## src/rtl/protocol_pkg.sv

```systemverilog
// Shared protocol definitions: SPI transmit FSM states, default SPI timing
// constants and small elaboration-time sizing helpers.
package protocol_pkg;

    typedef enum logic [2:0] {
        IDLE,
        LEAD,
        HIGH,
        LOW,
        TRAIL
    } spi_tx_state_t;

    localparam int SPI_CLK_DIV   = 4;
    localparam int SPI_CSN_LEAD  = 2;
    localparam int SPI_CSN_TRAIL = 2;

    // Counter width for values 0..n-1, never narrower than one bit.
    function automatic int clog2_min1(input int n);
        return (n > 1) ? $clog2(n) : 1;
    endfunction

    function automatic int max3(input int a, input int b, input int c);
        int m;
        m = (a > b) ? a : b;
        return (m > c) ? m : c;
    endfunction

endpackage

```

## src/rtl/spi_tx_timer.sv

```systemverilog
// Loadable down-counter with a zero flag; times the LEAD, HIGH, LOW and TRAIL
// phases of the SPI frame transmitter.
module spi_tx_timer #(
    parameter int WIDTH = 2
) (
    input  logic             clk,
    input  logic             rst,
    input  logic             i_load,
    input  logic [WIDTH-1:0] i_value,
    output logic             o_zero
);

    logic [WIDTH-1:0] r_count;

    always_ff @(posedge clk or posedge rst) begin
        if (rst) begin
            r_count <= '0;
        end else if (i_load) begin
            r_count <= i_value;
        end else if (r_count != '0) begin
            r_count <= r_count - WIDTH'(1);
        end
    end

    assign o_zero = (r_count == '0);

endmodule

```

## src/rtl/spi_frame_tx.sv

```systemverilog
// SPI mode-0 master that shifts a parallel frame out LSB first.
// Define SPI_TX_READBACK_EN to capture spi_miso into rx_frame; otherwise rx_frame is 0.
module spi_frame_tx
    import protocol_pkg::*;
#(
    parameter int FRAME_BITS = 256,
    parameter int CLK_DIV    = SPI_CLK_DIV,
    parameter int CSN_LEAD   = SPI_CSN_LEAD,
    parameter int CSN_TRAIL  = SPI_CSN_TRAIL
) (
    input  logic                  clk,
    input  logic                  rst,
    input  logic                  start,
    input  logic [FRAME_BITS-1:0] frame,
    output logic                  busy,
    output logic                  done,
    output logic                  spi_clk,
    output logic                  spi_mosi,
    output logic                  spi_csn,
    input  logic                  spi_miso,
    output logic [FRAME_BITS-1:0] rx_frame
);

    localparam int BIT_W   = clog2_min1(FRAME_BITS);
    localparam int TMR_MAX = max3(CLK_DIV, CSN_LEAD, CSN_TRAIL);
    localparam int TMR_W   = clog2_min1(TMR_MAX);

    localparam logic [TMR_W-1:0] LD_DIV   = TMR_W'(CLK_DIV - 1);
    localparam logic [TMR_W-1:0] LD_LEAD  = TMR_W'(CSN_LEAD - 1);
    localparam logic [TMR_W-1:0] LD_TRAIL = TMR_W'(CSN_TRAIL - 1);
    localparam logic [BIT_W-1:0] LAST_BIT = BIT_W'(FRAME_BITS - 1);

    spi_tx_state_t         r_state, w_state_next;
    logic [FRAME_BITS-1:0] r_shift, w_shift_next, w_shifted;
    logic [BIT_W-1:0]      r_bit_cnt, w_bit_cnt_next;
    logic                  r_busy, w_busy_next;
    logic                  r_done, w_done_next;
    logic                  r_spi_clk, w_spi_clk_next;
    logic                  r_csn, w_csn_next;
    logic                  w_tmr_load, w_tmr_zero, w_enter_high;
    logic [TMR_W-1:0]      w_tmr_value;

    spi_tx_timer #(
        .WIDTH (TMR_W)
    ) u_timer (
        .clk     (clk),
        .rst     (rst),
        .i_load  (w_tmr_load),
        .i_value (w_tmr_value),
        .o_zero  (w_tmr_zero)
    );

    assign w_shifted = r_shift >> 1;

    always_comb begin
        w_state_next   = r_state;
        w_shift_next   = r_shift;
        w_bit_cnt_next = r_bit_cnt;
        w_busy_next    = r_busy;
        w_done_next    = 1'b0;
        w_spi_clk_next = r_spi_clk;
        w_csn_next     = r_csn;
        w_tmr_load     = 1'b0;
        w_tmr_value    = '0;
        w_enter_high   = 1'b0;

        case (r_state)
            IDLE: begin
                if (start) begin
                    w_state_next   = LEAD;
                    w_shift_next   = frame;
                    w_bit_cnt_next = '0;
                    w_busy_next    = 1'b1;
                    w_csn_next     = 1'b0;
                    w_tmr_load     = 1'b1;
                    w_tmr_value    = LD_LEAD;
                end
            end
            LEAD: begin
                if (w_tmr_zero) begin
                    w_state_next   = HIGH;
                    w_spi_clk_next = 1'b1;
                    w_tmr_load     = 1'b1;
                    w_tmr_value    = LD_DIV;
                    w_enter_high   = 1'b1;
                end
            end
            HIGH: begin
                if (w_tmr_zero) begin
                    w_spi_clk_next = 1'b0;
                    w_tmr_load     = 1'b1;
                    if (r_bit_cnt == LAST_BIT) begin
                        w_state_next = TRAIL;
                        w_tmr_value  = LD_TRAIL;
                    end else begin
                        // Advance data on the falling edge so mosi is stable while spi_clk is high.
                        w_state_next   = LOW;
                        w_shift_next   = w_shifted;
                        w_bit_cnt_next = r_bit_cnt + BIT_W'(1);
                        w_tmr_value    = LD_DIV;
                    end
                end
            end
            LOW: begin
                if (w_tmr_zero) begin
                    w_state_next   = HIGH;
                    w_spi_clk_next = 1'b1;
                    w_tmr_load     = 1'b1;
                    w_tmr_value    = LD_DIV;
                    w_enter_high   = 1'b1;
                end
            end
            TRAIL: begin
                if (w_tmr_zero) begin
                    w_state_next = IDLE;
                    w_shift_next = '0;
                    w_busy_next  = 1'b0;
                    w_csn_next   = 1'b1;
                    w_done_next  = 1'b1;
                end
            end
            default: begin
                w_state_next   = IDLE;
                w_busy_next    = 1'b0;
                w_csn_next     = 1'b1;
                w_spi_clk_next = 1'b0;
            end
        endcase
    end

    always_ff @(posedge clk or posedge rst) begin
        if (rst) begin
            r_state   <= IDLE;
            r_shift   <= '0;
            r_bit_cnt <= '0;
            r_busy    <= 1'b0;
            r_done    <= 1'b0;
            r_spi_clk <= 1'b0;
            r_csn     <= 1'b1;
        end else begin
            r_state   <= w_state_next;
            r_shift   <= w_shift_next;
            r_bit_cnt <= w_bit_cnt_next;
            r_busy    <= w_busy_next;
            r_done    <= w_done_next;
            r_spi_clk <= w_spi_clk_next;
            r_csn     <= w_csn_next;
        end
    end

    assign busy     = r_busy;
    assign done     = r_done;
    assign spi_clk  = r_spi_clk;
    assign spi_csn  = r_csn;
    assign spi_mosi = r_shift[0];

`ifdef SPI_TX_READBACK_EN
    logic [FRAME_BITS-1:0] r_rx, r_rx_frame, w_rx_next;

    // MSB-in, shift-right: the first bit returned ends up in bit 0.
    assign w_rx_next = w_shifted_rx(r_rx, spi_miso);

    function automatic logic [FRAME_BITS-1:0] w_shifted_rx(input logic [FRAME_BITS-1:0] cur,
                                                           input logic bit_in);
        return (cur >> 1) | (FRAME_BITS'(bit_in) << (FRAME_BITS - 1));
    endfunction

    always_ff @(posedge clk or posedge rst) begin
        if (rst) begin
            r_rx       <= '0;
            r_rx_frame <= '0;
        end else begin
            if (w_enter_high) begin
                r_rx <= w_rx_next;
            end
            if (w_done_next) begin
                r_rx_frame <= r_rx;
            end
        end
    end

    assign rx_frame = r_rx_frame;
`else
    logic w_unused_miso;
    logic w_unused_enter_high;

    assign w_unused_miso       = spi_miso;
    assign w_unused_enter_high = w_enter_high;
    assign rx_frame            = '0;
`endif

endmodule

```

## config.mk

```make
export PLATFORM = sky130hd
export DESIGN_NAME = spi_frame_tx
export DESIGN_NICKNAME = d
export VERILOG_FILES = /design/src/rtl/protocol_pkg.sv /design/src/rtl/spi_tx_timer.sv /design/src/rtl/spi_frame_tx.sv
export SDC_FILE = /design/constraint.sdc
export NUM_CORES = 1
export LEC_CHECK = 0
export ABC_AREA = 1
export BUFFER_PORTS_ARGS = -buffer_cell sky130_fd_sc_hd__buf_2
export CAP_MARGIN = 30
export CORE_AREA = 3 3 202 204
export DETAILED_ROUTE_END_ITERATION = 16
export DIE_AREA = 0 0 205 207
export PLACE_DENSITY = 0.68
export SETUP_SLACK_MARGIN = 0.5
export SKIP_CTS_REPAIR_TIMING = 1
export SLEW_MARGIN = 10
export SYNTH_ARGS = -nofsm -noshare
export SYNTH_HDL_FRONTEND = slang
export SYNTH_SLANG_ARGS = --single-unit
```

## constraint.sdc

```tcl
create_clock -name clk -period 13 [get_ports clk]
set_input_delay 2.6 -clock clk [delete_from_list [all_inputs] [get_ports clk]]
set_output_delay 2.6 -clock clk [all_outputs]
set_load 0.005 [all_outputs]
```

==> metrics list, run 1 <==
- For this run, the detailed router's first-pass iteration total came to 5.
- The critical path crosses 9 cells after its start point.
- Synthesis produced 2360 cells.
- Cell at the root of the clock tree: sky130_fd_sc_hd__clkbuf_16
- The tightest min-delay check is of the reg2reg type.
- On the critical path, the stage with the largest delay is an instance of sky130_fd_sc_hd__buf_4.
* Met1 WL: 18300 um
- By area the synthesized netlist is led by sky130_fd_sc_hd__dfrtp_1, sky130_fd_sc_hd__nand2_1, sky130_fd_sc_hd__nand3_1, sky130_fd_sc_hd__buf_4, sky130_fd_sc_hd__buf_2.
- Post-synth EDFFs: 0
- Setup repair after global routing left no endpoint under its margin.
- The setup path with the least slack is of type in2reg.
* Cts bufs inserted: 34
* Clock insertion delay at the later pin of the skew report: 0.53 ns
- Area of the mapped netlist: 0.0165 mm2
- Routed wire length per instance: between 10 and 15 um
- Final weighted congestion in routability-driven placement: 0.792
- For this design the top-level I/O count stands at 521.
- Compared with the post-synthesis result, the final layout area differs by 10.6%.
* Most area-hungry cell type in the Yosys netlist: sky130_fd_sc_hd__dfrtp_1
* Count leader, synth: sky130_fd_sc_hd__nand2_1
- Peak clock frequency supported by timing: between 0.2 and 0.25 GHz
- The filler cells instantiated in the layout total 4041.
- The worst setup path is captured at a flop.
- Yosys mapped the design onto 24 distinct sky130hd cell types.
- Logic depth of the worst register-to-register path: 9
- LEAKAGE: 0.0105 uW
* Number of port buffers: 263
- The initial antenna violation count was 6.
- Layout Nets: between 2000 and 3000
- Die outline width: 205 um
- CTS max path bufs: 3
- Core ar.: approximately 0.039 mm2
- Half-perimeter wire length after placement: roughly 26000 um
* Slack of the worst reg-to-reg path: 8.95 ns
- Total length of routed met3 wires: around 2500 um
- Worst slew margin relative to its limit: 37.3%
- The total overflow left after global routing is 0.
- Async SR Flop Fraction: 100%
* Run status: finished, final reports clean
- The post-route netlist has between 10% and 20% of its cells at a drive strength greater than 1.
- STA puts the critical path data required time at 13.46 ns.
- Post-synth top flop: sky130_fd_sc_hd__dfrtp_1
- Global-route usage over all layers: about 19%
- Final Skew: 0.0152 ns
* Routed wire length on met2: 20700 um
- The average instance in the mapped netlist occupies 7.00 um2.
* Slew of the pin with the lowest slew margin: 0.941 ns
* Max H-tree Level: 2
* Clock tree from TritonCTS: built
- Along the worst hold path, the cell count comes to 2.
- Total via count in the routed design: 14800
- Sequential cell area: about 0.0068 mm2
* Arrival time reported for the critical path endpoint: approximately 5 ns
* Die Area: 0.0424 mm2
- For this block, the routed nets add up to 42600 um of wire.
- Floorplan row count: 73
- Number of setup violations in the final report: 0
* Core occupancy in the finished layout: a little under half
- Type of origin of the critical path: primary input
- Sum of negative setup slack: 0 ns
- Sequential cells were found to cover approximately two fifths of the synthesized design area.
- Entering global routing, the biggest net connects 182 pins.
- Vertical die dimension: 207 um
* Share of Yosys cell area claimed by the top area cell type: 41.2%
- The hold violation count in the final report is 0.
- After synthesis, the most frequently instantiated cells are sky130_fd_sc_hd__nand2_1, sky130_fd_sc_hd__nand3_1, sky130_fd_sc_hd__dfrtp_1, sky130_fd_sc_hd__buf_4, sky130_fd_sc_hd__buf_2.
- Top fanout value on the critical path: 181
- Time the final worst path needs with I/O delays and setup: 4.54 ns
- Pwr per Cell Area: 226 mW/mm2
- Highest routed layer: met5
* Clock edge transition at the registers on the reported setup and hold paths: approximately 0.06 ns
- DR iter-0 viols: 1280
* Area taken by multi-input logic gates: approximately 0.008 mm2
- Sinks on the clock net: 273
- Initial Util: 41.9%
* Post-DR vias/cell: 4.83
* Synthesis-stage register bit count: ~270
- For this run, the number of Yosys warnings is 0.
- The max-slew violation count came to 0.
- The largest single stage delay on the critical path is roughly 0.67 ns.
- The number of global-route vias before repair came to about 13000.
- Max-capacitance violation count: 0
- For this run, design rule violations remaining after detail routing come to 0.
* First-pass GRT wire length: 69000 um
- Cell Chain, Critical Path: buf_2 > inv_1 > nand3_1 > nand2_1 > nor2_4 > buf_4 > buf_12 > nand3_1 > nand2_1
- Peak supply drop: roughly 0.26 mV
- CP top delay family: buffers and inverters
- In the finished design, the share of the clock period the worst path needs comes to between 30% and 40%.
* Number of buffer and inverter instances along the worst setup path: 4
- The count of nets left with antenna violations once routing finished came out at 0.
[logic make-up (layout without fill, tap and decap cells)]
kind of cell | after synthesis | count (layout) | synth area share (%)
flops | 273 | 273 | 41.4
other cells | 1 | 260 | 0.0227
fa+ha+maj | 2 | 2 | 0.151
buf+inv | 447 | 365 | 16.9
compound gates | 17 | 17 | 0.530
simple gates | 1620 | 1620 | 41.0
[where the power goes]
group,switching [uW],internal [uW],total [uW]
registers,214,1280,1490
logic,1150,554,1710
clock network,375,564,939
total,1740,2390,4140
[placed cells by master, fill, tap and decap left out, types with 4 or more instances in the layout]
| master | count |
|---|---|
| sky130_fd_sc_hd__nand3_1 | 526 |
| sky130_fd_sc_hd__clkbuf_16 | 35 |
| sky130_fd_sc_hd__inv_1 | 16 |
| sky130_fd_sc_hd__diode_2 | 4 |
| sky130_fd_sc_hd__o21ai_0 | 15 |
| sky130_fd_sc_hd__buf_4 | 13 |
| sky130_fd_sc_hd__clkbuf_8 | 12 |
| sky130_fd_sc_hd__clkbuf_1 | 8 |
| sky130_fd_sc_hd__dfrtp_1 | 272 |
| sky130_fd_sc_hd__nor2_1 | 15 |
| sky130_fd_sc_hd__conb_1 | 256 |
| sky130_fd_sc_hd__nand2_1 | 1068 |
| sky130_fd_sc_hd__buf_2 | 263 |
| sky130_fd_sc_hd__buf_16 | 8 |
[per-stage QoR]
stage / hold slack, ns / instance area [um2] / cells / setup WS [ns] / power (uW)
after floorplan: 0.442 / 17500 / 2615 / 2.88 / 2860
final: 0.467 / 18300 / 3062 / 8.46 / 4140
after global placement: 0.454 / 16900 / 2990 / 7.94 / 3110
after global routing: 0.483 / 18300 / 3061 / 8.30 / 4520
after CTS: 0.472 / 18100 / 3053 / 8.35 / 4160
after detailed placement: 0.458 / 17000 / 2994 / 7.99 / 3200
[final timing paths]
kind | from | end
worst max register to register | r_state[2]$_DFFE_PP0P_ | r_shift[169]$_DFFE_PP0P_
worst max-delay path | start | r_shift[129]$_DFFE_PP0P_
min in group asynchronous | rst | r_shift[121]$_DFFE_PP0P_
worst min register to register | spi_csn$_DFFE_PP1P_ | spi_csn$_DFFE_PP1P_
max in group asynchronous | rst | r_shift[248]$_DFFE_PP0P_
worst min-delay path | spi_csn$_DFFE_PP1P_ | spi_csn$_DFFE_PP1P_
[layer usage]
layer,vias up,global-route usage (%)
met5,-,0
met1,6948,26.1
li1,7287,-
met2,481,31.3
met3,73,3.03
met4,2,7.21
[cell type report]
class | count | area share, %
multi-input cells | 1895 | 43.2
flip-flops and latches | 273 | 37.4
repair buffers | 286 | 9.16
clock buffers | 55 | 5.86
well taps | 525 | 3.59
inverters | 20 | 0.493
clock inverters | 4 | 0.246
diodes | 4 | 0.0548
[state kept, by name, summed over array words and instances, names as in the netlist]
signal           count
r_bit_cnt            8
r_state              3
r_shift            256
spi_clk              1
busy                 1
done                 1
spi_csn              1
u_timer.r_count      2
[worst register-to-register path: stages (launching register included)]
cell and delay, ns:
sky130_fd_sc_hd__dfrtp_1 0.49, sky130_fd_sc_hd__nor2_4 0.25, sky130_fd_sc_hd__nand2_8 0.39, sky130_fd_sc_hd__inv_8 0.50, sky130_fd_sc_hd__nand3_4 0.77, sky130_fd_sc_hd__nand2_8 0.60, sky130_fd_sc_hd__buf_4 0.40, sky130_fd_sc_hd__buf_16 0.31
sky130_fd_sc_hd__nand2_1 0.19, sky130_fd_sc_hd__nand2_1 0.08
Note: power is estimated with default switching activity, not from simulation.
==> inputs of run 2 (changes only) <==
Settings changed: ABC_AREA 1 to 0, CORE_AREA 3 3 202 204 to 3 3 199 201, DIE_AREA 0 0 205 207 to 0 0 202 204.
Clock period 13 ns to 3.9 ns, I/O delays scaled along.
==> run 2 against run 1 <==
Global-route usage is 4.6 points lower. Non-clock buffer count is 5 higher. Combinational power is 77% lower. Critical path depth is 2 lower. Wire length is 24% lower. Worst hold slack worse by 0.26 ns. Synthesized cell count is 48% lower. Final area is 7.9% lower. Clock power grew to 3.0 times the previous value. Flip-flop and latch count stayed put. Synthesized area is 8.7% lower. Clock skew is 0.00054 ns higher. Largest power group is now the clock network.
==> metrics list, run 2 <==
- Vias in the first global route: 9624 (-28%)
- Complex-gate fraction of the synthesized area: 16.1% (+16 points)
- The number of DRC markers in iteration 0 came to 506 (-60%).
- The simple-gate portion of the synthesized area was 1.62% (-39 points).
* Multiplexer fraction of the synthesized cell area: 19.4% (+19 points)
- Synth Warn #: 0 (unchanged)
* Most frequent cells in the layout: sky130_fd_sc_hd__dfrtp_1, sky130_fd_sc_hd__buf_2, sky130_fd_sc_hd__conb_1, sky130_fd_sc_hd__a22o_1, sky130_fd_sc_hd__mux2_1
- Layout Nets: 1717 (-38%)
* First element of the critical path: u_timer.r_count[0]$_DFFE_PP0P_
- The share of flip-flops with an asynchronous set or reset after synthesis came to 100% (unchanged).
- The clock latency of the later-clocked register in the worst-skew pair came to 0.56 ns (+0.03 ns).
* Sw frac: 22.4% (-20 points)
* Register bank with the most flops: r_shift
- LEAKAGE: 0.00979 uW (-6.9%)
- Time the final worst path needs with I/O delays and setup: between 2 and 3 ns
- Share of Yosys cell area claimed by the top area cell type: 45.1% (+3.9 points)
- Half-perimeter wire length after placement: 22500 um (-14%)
- Setup repair after global routing left no endpoint under its margin.
- Total via count in the routed design: 9608 (-35%)
- The post-detailed-route wirelength per cell was 16.2 um (+17%).
- Final-layout fill cell count: 3551 (-12%)
- Top fanout value on the critical path: 17 (-91%)
* Post-synth EDFFs: 0 (unchanged)
- Most frequent cells after synthesis: sky130_fd_sc_hd__dfrtp_1, sky130_fd_sc_hd__buf_4, sky130_fd_sc_hd__a22o_1, sky130_fd_sc_hd__mux2_1, sky130_fd_sc_hd__clkbuf_1
- Most area-hungry cell type in the Yosys netlist: sky130_fd_sc_hd__dfrtp_1
* Run status: finished, final reports clean
- The worst path setup slack after routing came to 1.12 ns (-7.34 ns).
* Count leader, synth: sky130_fd_sc_hd__dfrtp_1
- The register bit count reported by yosys was 273 (unchanged).
* Floorplan row count: 71 (-2.7%)
* Cell at the root of the clock tree: sky130_fd_sc_hd__clkbuf_16
- Vertical die dimension: 204 um (-1.4%)
- The net switching component of the power was 1360 uW (-22%).
- The number of cells produced by synthesis came to 1224 (-48%).
- The xor/xnor share of the synthesized area came to 0.232% (+0.23 points).
- Type of origin of the critical path: flop
* Peak supply drop: 0.341 mV (+31%)
- Number of nets with antenna violations after routing: 0 (unchanged)
* Tightest hold margin: 0.204 ns (-0.262 ns)
- Initial antenna violation count: 15 (+9)
- Final number of max-transition violations: 0 (unchanged)
- Die outline width: 202 um (-1.5%)
- Sinks on the clock net: 273 (unchanged)
* Count of unique library cells instantiated by Yosys: 42 (+75%)
- The internal reg-to-reg setup slack was 1.12 ns (-7.83 ns).
* Share of cells above drive strength 1: 26.9% (+13 points)
- The die area came to 0.0412 mm2 (-2.9%).
* Max H-tree Level: 1 (-1)
- The sequential cell area fraction in the yosys report came to 45.3% (+3.9 points).
* Max-capacitance violation count: 0 (unchanged)
* WP data required: 4.33 ns (-9.13 ns)
- Pre-antenna DRT Iters: 4 (-1)
* Clock edge transition at the registers on the reported setup and hold paths: 0.06 ns (about the same)
- Area of the mapped netlist: 0.0151 mm2 (-8.7%)
- Final weighted congestion in routability-driven placement: 0.794 (+0.30%)
- Category of the critical setup timing path: reg2reg
* Post-route DRC: 0 (unchanged)
* Final Skew: 0.0157 ns (+0.000535 ns)
- Among all flip-flop cells after synthesis, the most frequent one is sky130_fd_sc_hd__dfrtp_1.
- The number of input and output port buffers inserted is 263 (unchanged).
* Setup crit end: r_shift[62]$_DFFE_PP0P_
- Kind of path behind the tightest hold check: in2async
- The share of the core filled with cells came to 44.6% (-1.7 points).
- The minimum setup slack after placement came to 1.08 ns (-6.91 ns).
* Internal power: 4720 uW (+97%)
- The total grt overflow was 0 (unchanged).
- Startpoint of the lowest-slack register-to-register path: u_timer.r_count[0]$_DFFE_PP0P_
- First-pass GRT wire length: 50500 um (-27%)
* Leading cell type in the layout, fill and taps excluded: sky130_fd_sc_hd__dfrtp_1
* Largest registers in the final layout: r_shift (256), r_bit_cnt (8), r_state (3)
* Adder-Cell Fraction of Synth Area: 0.166% (+0.014 points)
* Peak clock frequency supported by timing: about 0.36 GHz
- Dividing the final minimum period by the clock period gives 71.2%.
- Signal routing reaches up to met5.
- Slew of the pin with the lowest slew margin: 0.884 ns (-0.0565 ns)
- Met1 WL: 13100 um (-28%)
- The top-level I/O count is 521 (unchanged).
- In this run the critical register-to-register path is captured at r_shift[62]$_DFFE_PP0P_.
- Hold violation count in the final report: 0 (unchanged)
* Critical path endpoint category: flop
- The flip-flop count of the largest register after layout was 256 (unchanged).
- Relative to the synthesized area, the layout overhead comes to 11.6%.
* Global-route usage over all layers: 14.8% (-4.6 points)
* Largest net degree at the start of global routing: 142 (-22%)
- Avg Synthesized Cell Area: 12.3 um2 (+76%)
- The depth of the worst register-to-register path came to 7 (-2).
* Cts bufs inserted: 31 (-8.8%)
- Routed wire length on met2: 15800 um (-24%)
- Clock tree from TritonCTS: built
* Proportion of power drawn by flip-flops and latches: 46.6% (+11 points)
- Pwr per Cell Area: 361 mW/mm2 (+60%)
* Main area contributors after synthesis: sky130_fd_sc_hd__dfrtp_1, sky130_fd_sc_hd__mux2_1, sky130_fd_sc_hd__a22o_1, sky130_fd_sc_hd__buf_4, sky130_fd_sc_hd__mux2_2
- The area inside the core boundary is 0.0378 mm2 (-4.3%).
* Post-DR vias/cell: 4.81 (-0.45%)
- Number of setup violations in the final report: 0 (unchanged)
- CTS max path bufs: 3 (unchanged)
* Part of the total power dissipated in combinational logic: 6.5% (-35 points)
- The clock share of power was 46.9% (+24 points).
- The effective utilization at floorplan was 40.0% (-1.9 points).
- Sum of routed wire length over all layers: 32400 um (-24%)
- Dominant combinational cell family by area after synthesis: multiplexers
- The worst-case headroom to the max-slew limit is 40.8% (+3.6 points).
- Arrival time reported for the critical path endpoint: 3.21 ns (-1.79 ns)
* Total length of routed met3 wires: 2720 um (+9.0%)
run 2: cell count changes in the layout (fill, tap and decap cells not counted), moves of 5 or more:
cell / change
sky130_fd_sc_hd__mux2_1: +209
sky130_fd_sc_hd__clkinv_2: +5
sky130_fd_sc_hd__nand3_1: -522
sky130_fd_sc_hd__a21oi_1: +7
sky130_fd_sc_hd__inv_1: -10
sky130_fd_sc_hd__nand2_1: -1059
sky130_fd_sc_hd__buf_16: -8
sky130_fd_sc_hd__mux2_2: +49
sky130_fd_sc_hd__buf_12: +10
sky130_fd_sc_hd__o21ai_0: -7
sky130_fd_sc_hd__a22o_1: +255
run 2: cell type report:
| type | count | area (um2) | area share [%] |
|---|---|---|---|
| Antenna cell | 8 | 20.0 | 0.119 |
| Clock buffer | 47 | 926 | 5.50 |
| Clock inverter | 10 | 83.8 | 0.498 |
| Inverter | 7 | 30.0 | 0.178 |
| Multi-Input combinational cell | 851 | 6630 | 39.4 |
| Sequential cell | 273 | 6830 | 40.6 |
| Tap cell | 511 | 639 | 3.80 |
| Timing Repair Buffer | 291 | 1680 | 9.96 |
run 2: stage by stage:
stage	TNS, ns	power [uW]	instances	cell area, um2
2_1_floorplan	-132.90	3280	1479	16000
3_3_place_gp	0	3270	1932	15800
3_5_place_dp	0	3270	1932	15800
4_1_cts	0	6180	1989	16800
5_1_grt	0	6350	1997	16800
6_report	0	6090	1998	16800
run 2: worst min path at each step:
stage / cells past startpoint / start / slack, ns / end
after floorplan: 1 / r_shift[100]$_DFFE_PP0P_ / 0.46 / r_shift[100]$_DFFE_PP0P_
after global placement: 1 / r_shift[0]$_DFFE_PP0P_ / 0.47 / r_shift[0]$_DFFE_PP0P_
after detailed placement: 1 / r_shift[135]$_DFFE_PP0P_ / 0.48 / r_shift[135]$_DFFE_PP0P_
after CTS: 2 / rst / 0.39 / r_shift[187]$_DFFE_PP0P_
after global routing: 2 / rst / 0.20 / r_shift[187]$_DFFE_PP0P_
final: 2 / rst / 0.20 / r_shift[187]$_DFFE_PP0P_
run 2: cells by family after synthesis:
group,Yosys count
and+or+nand+nor,46
adders and majority gates,2
other,1
DFF,273
muxes,260
AOI/OAI and AO/OA,283
xor gates and xnor gates,4
buffers and inverters,355
run 2: power groups by stage:
| stage | sequential [uW] | combinational, uW | clock [uW] |
|---|---|---|---|
| after floorplan | 2890 | 394 | 0 |
| after global placement | 2880 | 387 | 0 |
| after detailed placement | 2880 | 390 | 0 |
| after CTS | 2830 | 393 | 2960 |
| after global routing | 2830 | 450 | 3070 |
| final | 2830 | 396 | 2860 |
run 2: critical path, stage by stage, from the launching register on:
cell and delay, ns:
sky130_fd_sc_hd__dfrtp_1 0.36, sky130_fd_sc_hd__inv_1 0.05, sky130_fd_sc_hd__ha_1 0.40, sky130_fd_sc_hd__nand2_1 0.18, sky130_fd_sc_hd__o21ai_0 0.15, sky130_fd_sc_hd__a2bb2oi_4 0.76
sky130_fd_sc_hd__buf_4 0.39, sky130_fd_sc_hd__mux2_2 0.36
run 2: routing by layer:
| layer | GRT usage (%) | up-vias |
|---|---|---|
| li1 | - | 4435 |
| met1 | 18.2 | 4778 |
| met2 | 24.8 | 323 |
| met3 | 5.06 | 58 |
| met4 | 3.91 | 14 |
| met5 | 0 | - |
==> inputs of run 3 (changes only) <==
Settings changed: PLACE_DENSITY 0.68 to 0.65.
Clock period 3.9 ns to 2.8 ns, I/O delays scaled along.
==> run 3 against run 2 <==
First-iteration DRC count down 13%. Critical path type unchanged. Highest routed layer unchanged. Die area unchanged. Final area increased by 0.95%. Clock skew fell by 0.0033 ns. Clock-buffer cell count shrank 1. Sequential power up 40%. Global-route usage decreased by 0.32 points. Final cell count decreased by 0.20%. Wire length increased by 0.60%.
==> metrics list, run 3 (synthesized netlist as in run 2, its figures left out) <==
* Share of cells above drive strength 1: 27.5% (+0.59 points)
* Die Area: 0.0412 mm2 (unchanged)
* Worst slew margin relative to its limit: 55.7% (+15 points)
* Global-route usage over all layers: 14.4% (-0.32 points)
- Cell Chain, Critical Path: ha_2 > nand3_2 > o21ai_4 > a2bb2oi_4 > buf_12 > clkbuf_16 > mux2_1
* Sum of negative setup slack: 0 ns (unchanged)
* Register bank with the most flops: r_shift
- The final design area excluding fillers was 0.0170 mm2 (+0.95%).
- Setup repair after global routing left no endpoint under its margin.
- LEAKAGE: 0.00988 uW (+0.89%)
- DR iter-0 viols: 438 (-13%)
- The ratio of final minimum period to clock period came to 77.7% (+6.5 points).
* Startpoint of the lowest-slack register-to-register path: r_bit_cnt[0]$_DFFE_PP0P_
* Peak supply drop: 0.441 mV (+29%)
- Initial antenna violation count: 8 (-7)
* Final Skew: 0.0125 ns (-0.00328 ns)
- The number of input and output port buffers inserted came to 263 (unchanged).
* Vertical die dimension: 204 um (unchanged)
* Most frequent cells in the layout: sky130_fd_sc_hd__dfrtp_1, sky130_fd_sc_hd__buf_2, sky130_fd_sc_hd__conb_1, sky130_fd_sc_hd__a22o_1, sky130_fd_sc_hd__mux2_1
* Clock tree from TritonCTS: built
- WP data required: 3.23 ns (-1.10 ns)
- Run status: finished, final reports clean
- The slew at the pin closest to its max-slew limit was 0.664 ns (-0.220 ns).
* Total via count in the routed design: 9650 (+0.44%)
- The worst stage delay on the critical path was 0.40 ns (-0.36 ns).
- The max-cap check violation count was 0 (unchanged).
- Count of pins on the block boundary: 521 (unchanged)
* Post-route DRC: 0 (unchanged)
* Cell at the root of the clock tree: sky130_fd_sc_hd__clkbuf_16
- The achievable clock frequency was 0.460 GHz (+28%).
- Hold violation count in the final report: 0 (unchanged)
- Routed wire length per instance: 16.4 um (+0.80%)
* Sinks on the clock net: 273 (unchanged)
- Number of nets with antenna violations after routing: 0 (unchanged)
- Area Overhead vs Synth: 12.7%
* Type of origin of the critical path: flop
- The min-delay analysis places its worst path in the category in2async.
- The row count came to 71 (unchanged).
- Total cell area at the placement stage: 0.0158 mm2 (about the same)
- CP max-delay cell: sky130_fd_sc_hd__dfrtp_2
- The first-pass iteration count of the detailed router was 4 (unchanged).
- Clock edge transition at the registers on the reported setup and hold paths: 0.06 ns (about the same)
- Logic depth of the worst register-to-register path: 7 (unchanged)
- The final weighted congestion of routability-driven global placement is 0.766 (-3.6%).
- Final-layout fill cell count: 3550 (-0.028%)
* Slack of the worst reg-to-reg path: 0.62 ns (-0.50 ns)
- Largest registers in the final layout: r_shift (256), r_bit_cnt (8), r_state (3)
* First-pass GRT wire length: 49800 um (-1.3%)
* Critical path endpoint category: flop
- The post-detailed-placement half-perimeter wirelength was 22200 um (-1.3%).
- Top fanout value on the critical path: 24 (+7)
* Cts bufs inserted: 30 (-3.2%)
* Number of setup violations in the final report: 0 (unchanged)
- Max H-tree Level: 1 (unchanged)
- Sum of routed wire length over all layers: 32600 um (+0.60%)
* Die outline width: 202 um (unchanged)
- The areal power density over the cells was 494 mW/mm2 (+37%).
- Clock insertion delay at the later pin of the skew report: 0.56 ns (about the same)
- Leading cell type in the layout, fill and taps excluded: sky130_fd_sc_hd__dfrtp_1
- CTS max path bufs: 3 (unchanged)
- The effective utilization at floorplan is 40.0% (unchanged).
* Number of flip-flops under the largest register name: 256 (unchanged)
* Layout Nets: 1721 (+0.23%)
- The via count normalized by instance count was 4.84 (+0.64%).
* Category of the critical setup timing path: reg2reg
- The number of global-route vias before repair was 9332 (-3.0%).
* Remaining global-route overflow: 0 (unchanged)
- The endpoint identified for the worst register-to-register timing path is r_shift[127]$_DFFE_PP0P_.
- The max-slew violation count came to 0 (unchanged).
* Time the final worst path needs with I/O delays and setup: 2.18 ns (-0.600 ns)
- The largest net degree at the start of global routing is 131 (-7.7%).
* Core ar.: 0.0378 mm2 (unchanged)
- The arrival time reported for the critical path endpoint was 2.61 ns (-0.60 ns).
[run 3: cell count changes in the layout (fill, tap and decap cells not counted), sizes merged]
cell / previous run / this run
diode: 8 / 3
clkbuf: 47 / 50
clkinv: 7 / 5
buf: 291 / 292
clkinvlp: 3 / 2
[run 3: area by class of cell]
type | count | area [um2] | share of cell area (%)
clock inverter | 7 | 73.8 | 0.434
antenna | 3 | 7.51 | 0.0442
clock buffer | 46 | 921 | 5.42
multi-input combinational | 851 | 6650 | 39.1
inverter | 7 | 30.0 | 0.177
timing repair buffer | 296 | 1840 | 10.8
sequential | 273 | 6840 | 40.2
tap | 511 | 639 | 3.76
[run 3: stage by stage]
stage / power (uW) / util [%] / setup WS [ns] / hold WS (ns) / cells
after floorplan: 4570 / - / -1.37 / 0.465 / 1479
after global placement: 4560 / 41.8 / 0.471 / 0.473 / 1930
after detailed placement: 4560 / 41.8 / 0.437 / 0.481 / 1930
after CTS: 8530 / 44.5 / 0.405 / -0.00826 / 1983
after global routing: 8770 / 45.0 / 0.505 / 0.0125 / 1991
final: 8390 / 45.0 / 0.624 / 0.0202 / 1994
[run 3: report_power, final]
part           internal, uW  switching (uW)  total, uW
Sequential             3950               0       3950
Combinational           267             278        545
Clock                  2340            1560       3900
Total                  6550            1840       8390
[run 3: critical path, delay by kind of cell (launching register included)]
kind | cells | cell delay, ns
simple gates | 1 | 0.15
compound gates | 2 | 0.48
mux | 1 | 0.34
flops | 1 | 0.40
buf+inv | 2 | 0.44
fa+ha+maj | 1 | 0.22
[run 3: worst max path at each step]
stage / startpoint / to / slack (ns) / cells past startpoint
CTS: r_bit_cnt[0]$_DFFE_PP0P_ / r_shift[65]$_DFFE_PP0P_ / 0.40 / 7
detailed placement: r_bit_cnt[0]$_DFFE_PP0P_ / r_shift[65]$_DFFE_PP0P_ / 0.44 / 7
global route: r_bit_cnt[0]$_DFFE_PP0P_ / r_shift[127]$_DFFE_PP0P_ / 0.51 / 7
floorplan: rst / busy$_DFFE_PP0P_ / -1.37 / 1
finish: r_bit_cnt[0]$_DFFE_PP0P_ / r_shift[127]$_DFFE_PP0P_ / 0.62 / 7
global placement: r_bit_cnt[0]$_DFFE_PP0P_ / r_shift[61]$_DFFE_PP0P_ / 0.47 / 7
[run 3: layer usage]
layer  GRT usage, %  vias up  wire length [um]  part of all wire, %
li1               -     4441                 -                    -
met1           18.9     4827             13500                   41
met2           24.0      322             16100                   49
met3           4.00       48              2440                  7.5
met4           3.26       12               515                  1.6
met5              0        -                82                 0.25
